<file path="config.mk">
export PLATFORM = sky130hd
export DESIGN_NAME = multicycle_ctrl
export DESIGN_NICKNAME = d
export VERILOG_FILES = /design/src/rtl/riscv_ctrl_pkg.sv /design/src/rtl/instr_class_enc.sv /design/src/rtl/multicycle_ctrl.sv
export SDC_FILE = /design/constraint.sdc
export NUM_CORES = 1
export LEC_CHECK = 0
export ABC_AREA = 1
export ABC_CLOCK_PERIOD_IN_PS = 5900
export CORE_MARGIN = 5
export CORE_UTILIZATION = 40
export DETAILED_ROUTE_END_ITERATION = 8
export GPL_TIMING_DRIVEN = 0
export PLACE_DENSITY = 0.66
export SETUP_SLACK_MARGIN = 0.1
export SYNTH_ARGS = -nofsm -noshare
export SYNTH_HDL_FRONTEND = slang
export SYNTH_SLANG_ARGS = --single-unit
export TNS_END_PERCENT = 10
</file>
<file path="constraint.sdc">
create_clock -name clk -period 5.9 [get_ports clk]
set_clock_uncertainty 0.05 [all_clocks]
set_input_delay 1.18 -clock clk [delete_from_list [all_inputs] [get_ports clk]]
set_output_delay 1.18 -clock clk [all_outputs]
set_load 0.01 [all_outputs]
</file>
<file path="src/rtl/riscv_ctrl_pkg.sv">
// Shared encodings for the multi-cycle RV32I controller: FSM states, datapath
// select codes and instruction-class indices.
package riscv_ctrl_pkg;

    typedef enum logic [2:0] {
        S_FETCH  = 3'd0,
        S_DECODE = 3'd1,
        S_EXEC   = 3'd2,
        S_MEM    = 3'd3,
        S_WB     = 3'd4,
        S_ERROR  = 3'd7
    } state_t;

    localparam logic [2:0] IMM_R = 3'd0;
    localparam logic [2:0] IMM_I = 3'd1;
    localparam logic [2:0] IMM_B = 3'd2;
    localparam logic [2:0] IMM_S = 3'd3;
    localparam logic [2:0] IMM_U = 3'd4;
    localparam logic [2:0] IMM_J = 3'd5;

    localparam logic [1:0] RD_ALU  = 2'd0;
    localparam logic [1:0] RD_PC4  = 2'd1;
    localparam logic [1:0] RD_IMM  = 2'd2;
    localparam logic [1:0] RD_LOAD = 2'd3;

    localparam logic [1:0] RS1_REG    = 2'd0;
    localparam logic [1:0] RS1_PC     = 2'd1;
    localparam logic [1:0] RS1_PC_JAL = 2'd2;

    localparam logic [1:0] PC_PLUS4 = 2'd0;
    localparam logic [1:0] PC_IMM   = 2'd1;
    localparam logic [1:0] PC_JALR  = 2'd2;

    // Class indices double as bit positions in the packed flag vector.
    localparam int NUM_CLS = 9;
    localparam int CLS_W   = 4;
    localparam logic [3:0] CLS_R      = 4'd0;
    localparam logic [3:0] CLS_I      = 4'd1;
    localparam logic [3:0] CLS_STORE  = 4'd2;
    localparam logic [3:0] CLS_BRANCH = 4'd3;
    localparam logic [3:0] CLS_LOAD   = 4'd4;
    localparam logic [3:0] CLS_JAL    = 4'd5;
    localparam logic [3:0] CLS_JALR   = 4'd6;
    localparam logic [3:0] CLS_AUIPC  = 4'd7;
    localparam logic [3:0] CLS_LUI    = 4'd8;

endpackage

</file>
<file path="src/rtl/instr_class_enc.sv">
// Encodes the decoder's class flags into a class index; cls_vld is high only
// when exactly one flag is set.
module instr_class_enc
    import riscv_ctrl_pkg::*;
(
    input  logic [NUM_CLS-1:0] flags,
    output logic [CLS_W-1:0]   cls_idx,
    output logic               cls_vld
);

    logic [3:0] hot_cnt;

    always_comb begin
        cls_idx = '0;
        hot_cnt = '0;
        for (int i = 0; i < NUM_CLS; i++) begin
            if (flags[i]) begin
                cls_idx = CLS_W'(i);
                hot_cnt = hot_cnt + 4'd1;
            end
        end
        cls_vld = (hot_cnt == 4'd1);
    end

endmodule

</file>
<file path="src/rtl/multicycle_ctrl.sv">
// Multi-cycle RV32I control FSM: sequences fetch/decode/exec/mem/wb over one
// shared memory port, with a watchdog that traps a stalled memory.
module multicycle_ctrl
    import riscv_ctrl_pkg::*;
#(
    parameter int MEM_TIMEOUT = 16,
    parameter int CNT_W       = 5
) (
    input  logic       clk,
    input  logic       rst,
    input  logic       r_type,
    input  logic       i_type,
    input  logic       store,
    input  logic       branch,
    input  logic       load,
    input  logic       jal,
    input  logic       jalr,
    input  logic       auipc,
    input  logic       lui,
    input  logic       br_taken,
    input  logic       mem_ready,
    output logic       mem_req,
    output logic       mem_we,
    output logic       addr_sel,
    output logic       ir_write,
    output logic       pc_write,
    output logic [1:0] pc_sel,
    output logic       reg_write,
    output logic [2:0] imme_sel,
    output logic [1:0] rd_sel,
    output logic [1:0] rs1_sel,
    output logic       err,
    output logic [2:0] state_o
);

    state_t             state_q, state_d;
    logic [CLS_W-1:0]   cls_q, cls_d;
    logic [CNT_W-1:0]   cnt_q, cnt_d;

    logic [CLS_W-1:0]   cls_idx;
    logic               cls_vld;
    logic               timeout;

    logic       req_r, we_r, asel_r, irw_r, pcw_r, rw_r;
    logic [1:0] pcs_r, rd_r, rs1_r;
    logic [2:0] imm_r;

    instr_class_enc u_enc (
        .flags   ({lui, auipc, jalr, jal, load, branch, store, i_type, r_type}),
        .cls_idx (cls_idx),
        .cls_vld (cls_vld)
    );

    // The wait that brings the count up to MEM_TIMEOUT is the trapping one.
    assign timeout = (MEM_TIMEOUT != 0) && (cnt_q == CNT_W'(MEM_TIMEOUT - 1));

    always_ff @(posedge clk) begin
        if (rst) begin
            state_q <= S_FETCH;
            cls_q   <= '0;
            cnt_q   <= '0;
        end else begin
            state_q <= state_d;
            cls_q   <= cls_d;
            cnt_q   <= cnt_d;
        end
    end

    always_comb begin
        state_d = state_q;
        cls_d   = cls_q;
        cnt_d   = cnt_q;
        req_r   = 1'b0;
        we_r    = 1'b0;
        asel_r  = 1'b0;
        irw_r   = 1'b0;
        pcw_r   = 1'b0;
        rw_r    = 1'b0;
        pcs_r   = PC_PLUS4;
        rd_r    = RD_ALU;
        rs1_r   = RS1_REG;
        imm_r   = IMM_R;

        case (state_q)
            S_FETCH: begin
                req_r = 1'b1;
                if (mem_ready) begin
                    irw_r   = 1'b1;
                    state_d = S_DECODE;
                end else if (timeout) begin
                    state_d = S_ERROR;
                end
            end
            S_DECODE: begin
                if (cls_vld) begin
                    cls_d   = cls_idx;
                    state_d = S_EXEC;
                end else begin
                    state_d = S_ERROR;
                end
            end
            S_EXEC: begin
                case (cls_q)
                    CLS_I, CLS_LOAD, CLS_JALR: imm_r = IMM_I;
                    CLS_STORE:                 imm_r = IMM_S;
                    CLS_BRANCH:                imm_r = IMM_B;
                    CLS_AUIPC, CLS_LUI:        imm_r = IMM_U;
                    CLS_JAL:                   imm_r = IMM_J;
                    default:                   imm_r = IMM_R;
                endcase
                if (cls_q == CLS_AUIPC)
                    rs1_r = RS1_PC;
                else if (cls_q == CLS_JAL)
                    rs1_r = RS1_PC_JAL;
                if (cls_q == CLS_BRANCH) begin
                    pcw_r   = 1'b1;
                    pcs_r   = br_taken ? PC_IMM : PC_PLUS4;
                    state_d = S_FETCH;
                end else if (cls_q == CLS_LOAD || cls_q == CLS_STORE) begin
                    state_d = S_MEM;
                end else begin
                    state_d = S_WB;
                end
            end
            S_MEM: begin
                req_r  = 1'b1;
                asel_r = 1'b1;
                we_r   = (cls_q == CLS_STORE);
                if (mem_ready) begin
                    if (cls_q == CLS_STORE) begin
                        pcw_r   = 1'b1;
                        state_d = S_FETCH;
                    end else begin
                        state_d = S_WB;
                    end
                end else if (timeout) begin
                    state_d = S_ERROR;
                end
            end
            S_WB: begin
                rw_r    = 1'b1;
                pcw_r   = 1'b1;
                state_d = S_FETCH;
                case (cls_q)
                    CLS_LOAD: rd_r = RD_LOAD;
                    CLS_JAL:  begin rd_r = RD_PC4; pcs_r = PC_IMM;  end
                    CLS_JALR: begin rd_r = RD_PC4; pcs_r = PC_JALR; end
                    CLS_LUI:  rd_r = RD_IMM;
                    default:  rd_r = RD_ALU;
                endcase
            end
            S_ERROR: state_d = S_ERROR;
            default: state_d = S_ERROR;
        endcase

        // Wait counting restarts with each new memory phase.
        if (state_d != state_q && (state_d == S_FETCH || state_d == S_MEM))
            cnt_d = '0;
        else if (req_r && !mem_ready)
            cnt_d = cnt_q + CNT_W'(1);
    end

    // Reset masks every output combinationally so an aborted request fires nothing.
    assign mem_req   = !rst && req_r;
    assign mem_we    = !rst && we_r;
    assign addr_sel  = !rst && asel_r;
    assign ir_write  = !rst && irw_r;
    assign pc_write  = !rst && pcw_r;
    assign reg_write = !rst && rw_r;
    assign pc_sel    = rst ? 2'b00 : pcs_r;
    assign rd_sel    = rst ? 2'b00 : rd_r;
    assign rs1_sel   = rst ? 2'b00 : rs1_r;
    assign imme_sel  = rst ? 3'b000 : imm_r;
    assign err       = !rst && (state_q == S_ERROR);
    assign state_o   = rst ? 3'd0 : state_q;

endmodule

</file>
==> impl_metrics.csv <==
group,metric,value,unit
placement,detailed_placement_wirelength_estimate,3.32,mm
global_route,antenna_found_initial,0,
run,max_cap_viol_count,0,
clock_tree,cts_max_path_buffers,2,
clock_tree,clk_root_buffer_cell,"clkbuf_8",
timing,setup-violations-final,0,
floorplan,chipHeight,76.1,um
timing,maxSlewViolCount,0,
placement,place_congestion,0.853,
min_path,worst_hold_check_path_type,"flip-flop to flip-flop",
drt,length_of_the_first_detailed_routing_pass_in_iterations,4,
drt,drt-initial-drc-count,100,
global_route,pin_count_of_the_biggest_net_entering_global_routing,11,
cells_and_area,diodes,0,
logic_synthesis,synth_cell_types,29,
drt,postRouteAntennaNets,0,
drt,wirelength,4.65,mm
floorplan,placementRows,24,
drt,dr_total_vias,2047,
global_route,first_global_vias,1898,
outcome,run_status,"finished clean",
clock_tree,numCtsBuffers,3,
logic_synthesis,ys_seq_elements,15,
power_and_ir_drop,ir_drop_worst_case_vdd,0.128,mV
cells_and_area,area_growth_syn_to_layout,49.7,%
cells_and_area,final_common_cell,"nand2_1",
cells_and_area,most-common-layout-cells,"59 x nand2_1, 51 x inv_1, 50 x nor2_1, 27 x clkdlybuf4s50_1",
cells_and_area,post_route_cells_drive_above_1_share,0.293,
logic_synthesis,net_count_after_synthesis,334,
floorplan,floorplan.io_pins,32,
timing,final_period_minus_worst_setup_slack,5.64,ns
cells_and_area,final.fill_count,406,
power_and_ir_drop,power_density,259,mW/mm^2
timing,max_freq,0.177,GHz
logic_synthesis,netlist.top_cell.by_area,"dfxtp_1",
clock_tree,cts.htree.levels,1,
worst_setup_path,critPathMostFrequentCell,"nand2_2",
worst_setup_path,slowest_delay,0.28,ns
clock_tree,clkSinkCount,15,
timing,totalNegativeSetupSlack,0,ns
clock_tree,clkTransAtPathRegs,0.06,ns
cells_and_area,finish.utilization,0.610,
logic_synthesis,yosysTopAreaCellShare,0.172,
global_route,gr-total-overflow,0,
clock_tree,worst_skew_pair.late_latency,0.25,ns
logic_synthesis,yosysSeqAreaShare,0.172,
logic_synthesis,syn-cell-area,0.00175,sq mm
drt,post-route-drc-count,0,
clock_tree,cts_tree,"built",
worst_setup_path,crit_required,6.04,ns
worst_setup_path,critical_path.startpoint_type,"input pin",
worst_setup_path,critPathCaptureType,"flip-flop",
worst_setup_path,worst_ep_arrival_time,5.78,ns
power_and_ir_drop,static-leakage-power,1.27,nW
global_route,grt_util_all_layers,0.146,
drt,route.detailed.wl_per_inst,11.0,um
timing,max_slew.worst_pin.slew,0.743,ns
floorplan,die_width,76.1,um
cells_and_area,final_net_count,398,
placement,preCtsSetupSlack,-0.838,ns
worst_setup_path,critical_path_class,"input pin to flip-flop",
floorplan,floorplan.initialDensity,0.407,
global_route,global_route_wire_length_before_repair,7.53,mm
worst_setup_path,critical_path_peak_fanout,4,
drt,via_per_inst,4.83,
floorplan,design.core.area,0.00429,sq mm
timing,post-route-worst-setup-slack,0.255,ns
logic_synthesis,ys.warnings.count,0,
logic_synthesis,postSynthAreaPerCell,5.66,sq um
logic_synthesis,postSynthCellCount,309,
placement,place.port_buffers,30,
logic_synthesis,synth.top_cells.by_area,"dfxtp_1 17%, nand2_1 16%, inv_1 13%, nor2_1 11%, ha_1 8.6%",
timing,slew-limit-headroom,0.501,
worst_setup_path,crit_path_top_delay_cell,"ha_4",
timing,min_period_over_period,0.957,
timing,final_hold_viol_count,0,
floorplan,die_footprint,0.00580,sq mm
[worst max-delay path: cells and delay by family]
family	cells	cell delay [ns]
AND/OR/NAND/NOR	20	1.80
adder cells (fa/ha/maj)	6	1.47
buffers and inverters	13	1.20
AO/OA/AOI/OAI	1	0.13
[cells in the mapped netlist]
master and n:
clkbuf_1 1, ha_1 12, or2_1 1, or2_2 2
dfxtp_1 15, nor2_1 50, a21oi_2 1, xor2_1 2
nand2_2 14, a21oi_1 7, nor4_1 1, nand4_1 4
nor3_1 9, nand2_4 2, nand3_2 9, inv_1 60
nor2_2 5, mux2i_1 1, inv_2 2, nand2_1 75
xnor2_1 1, o21ai_1 2, o21ai_0 8, o21bai_1 1
a22oi_1 2, a31oi_1 2, a211oi_1 1, nand3_1 18
buf_1 1
[kinds of logic (layout without fill, tap and decap cells)]
kind of cell,after synthesis,count (layout),synth area share
buf+inv,64,127,0.137
fa+ha+maj,12,12,0.0858
compound gates,24,24,0.0780
xor+xnor,3,3,0.0150
simple gates,190,190,0.506
mux,1,1,0.00572
flops,15,15,0.172
[per-stage QoR]
| step | cells | instance area (sq um) | hold slack (ns) | total power [W] |
|---|---|---|---|---|
| global route | 424 | 2620 | 0.524 | 0.000745 |
| CTS | 418 | 2410 | 0.483 | 0.000619 |
| detailed placement | 391 | 2120 | 0.465 | 0.000481 |
| floorplan | 309 | 1750 | 0.444 | 0.000394 |
| finish | 424 | 2620 | 0.478 | 0.000678 |
| global placement | 391 | 2120 | 0.463 | 0.000476 |
[where the power goes]
part           total (W)  switching [W]  internal [W]
combinational   0.000453       0.000255      0.000197
sequential      0.000142      0.0000189      0.000124
clock          0.0000834      0.0000356     0.0000478
total           0.000678       0.000310      0.000369
[timing repair]
action	in CTS	in global routing
hold buffers	0	0
pin swaps	21	20
endpoints found under the setup margin	14	10
gates resized for setup	27	36
buffers inserted	23	6
[layer usage]
layer | vias to the layer above | share of wire | global-route usage
met1 | 916 | 0.44 | 0.171
met3 | 5 | 0.048 | 0.0272
li1 | 1082 | - | -
met2 | 44 | 0.50 | 0.272
met5 | - | 0 | 0
met4 | 0 | 0.010 | 0.0332
[layout make-up]
cell class,count,area (sq um),area share
timing repair buffer,59,524,0.200
sequential,15,300,0.115
clock buffer,4,45.0,0.0172
multi-input combinational,230,1440,0.551
tap,52,65.1,0.0248
inverter,62,233,0.0889
buffer,2,7.51,0.00287
[final timing paths]
kind              startpoint         to  slack, ns  depth (start not counted)
hold / removal      cnt_q[3]   cnt_q[3]       0.48                          2
hold reg to reg     cnt_q[3]   cnt_q[3]       0.48                          2
setup reg to reg  state_q[1]   cnt_q[1]       3.43                         17
setup / recovery      r_type  flip-flop       0.26                         40
No activity file was read; power rests on OpenSTA's default activity.
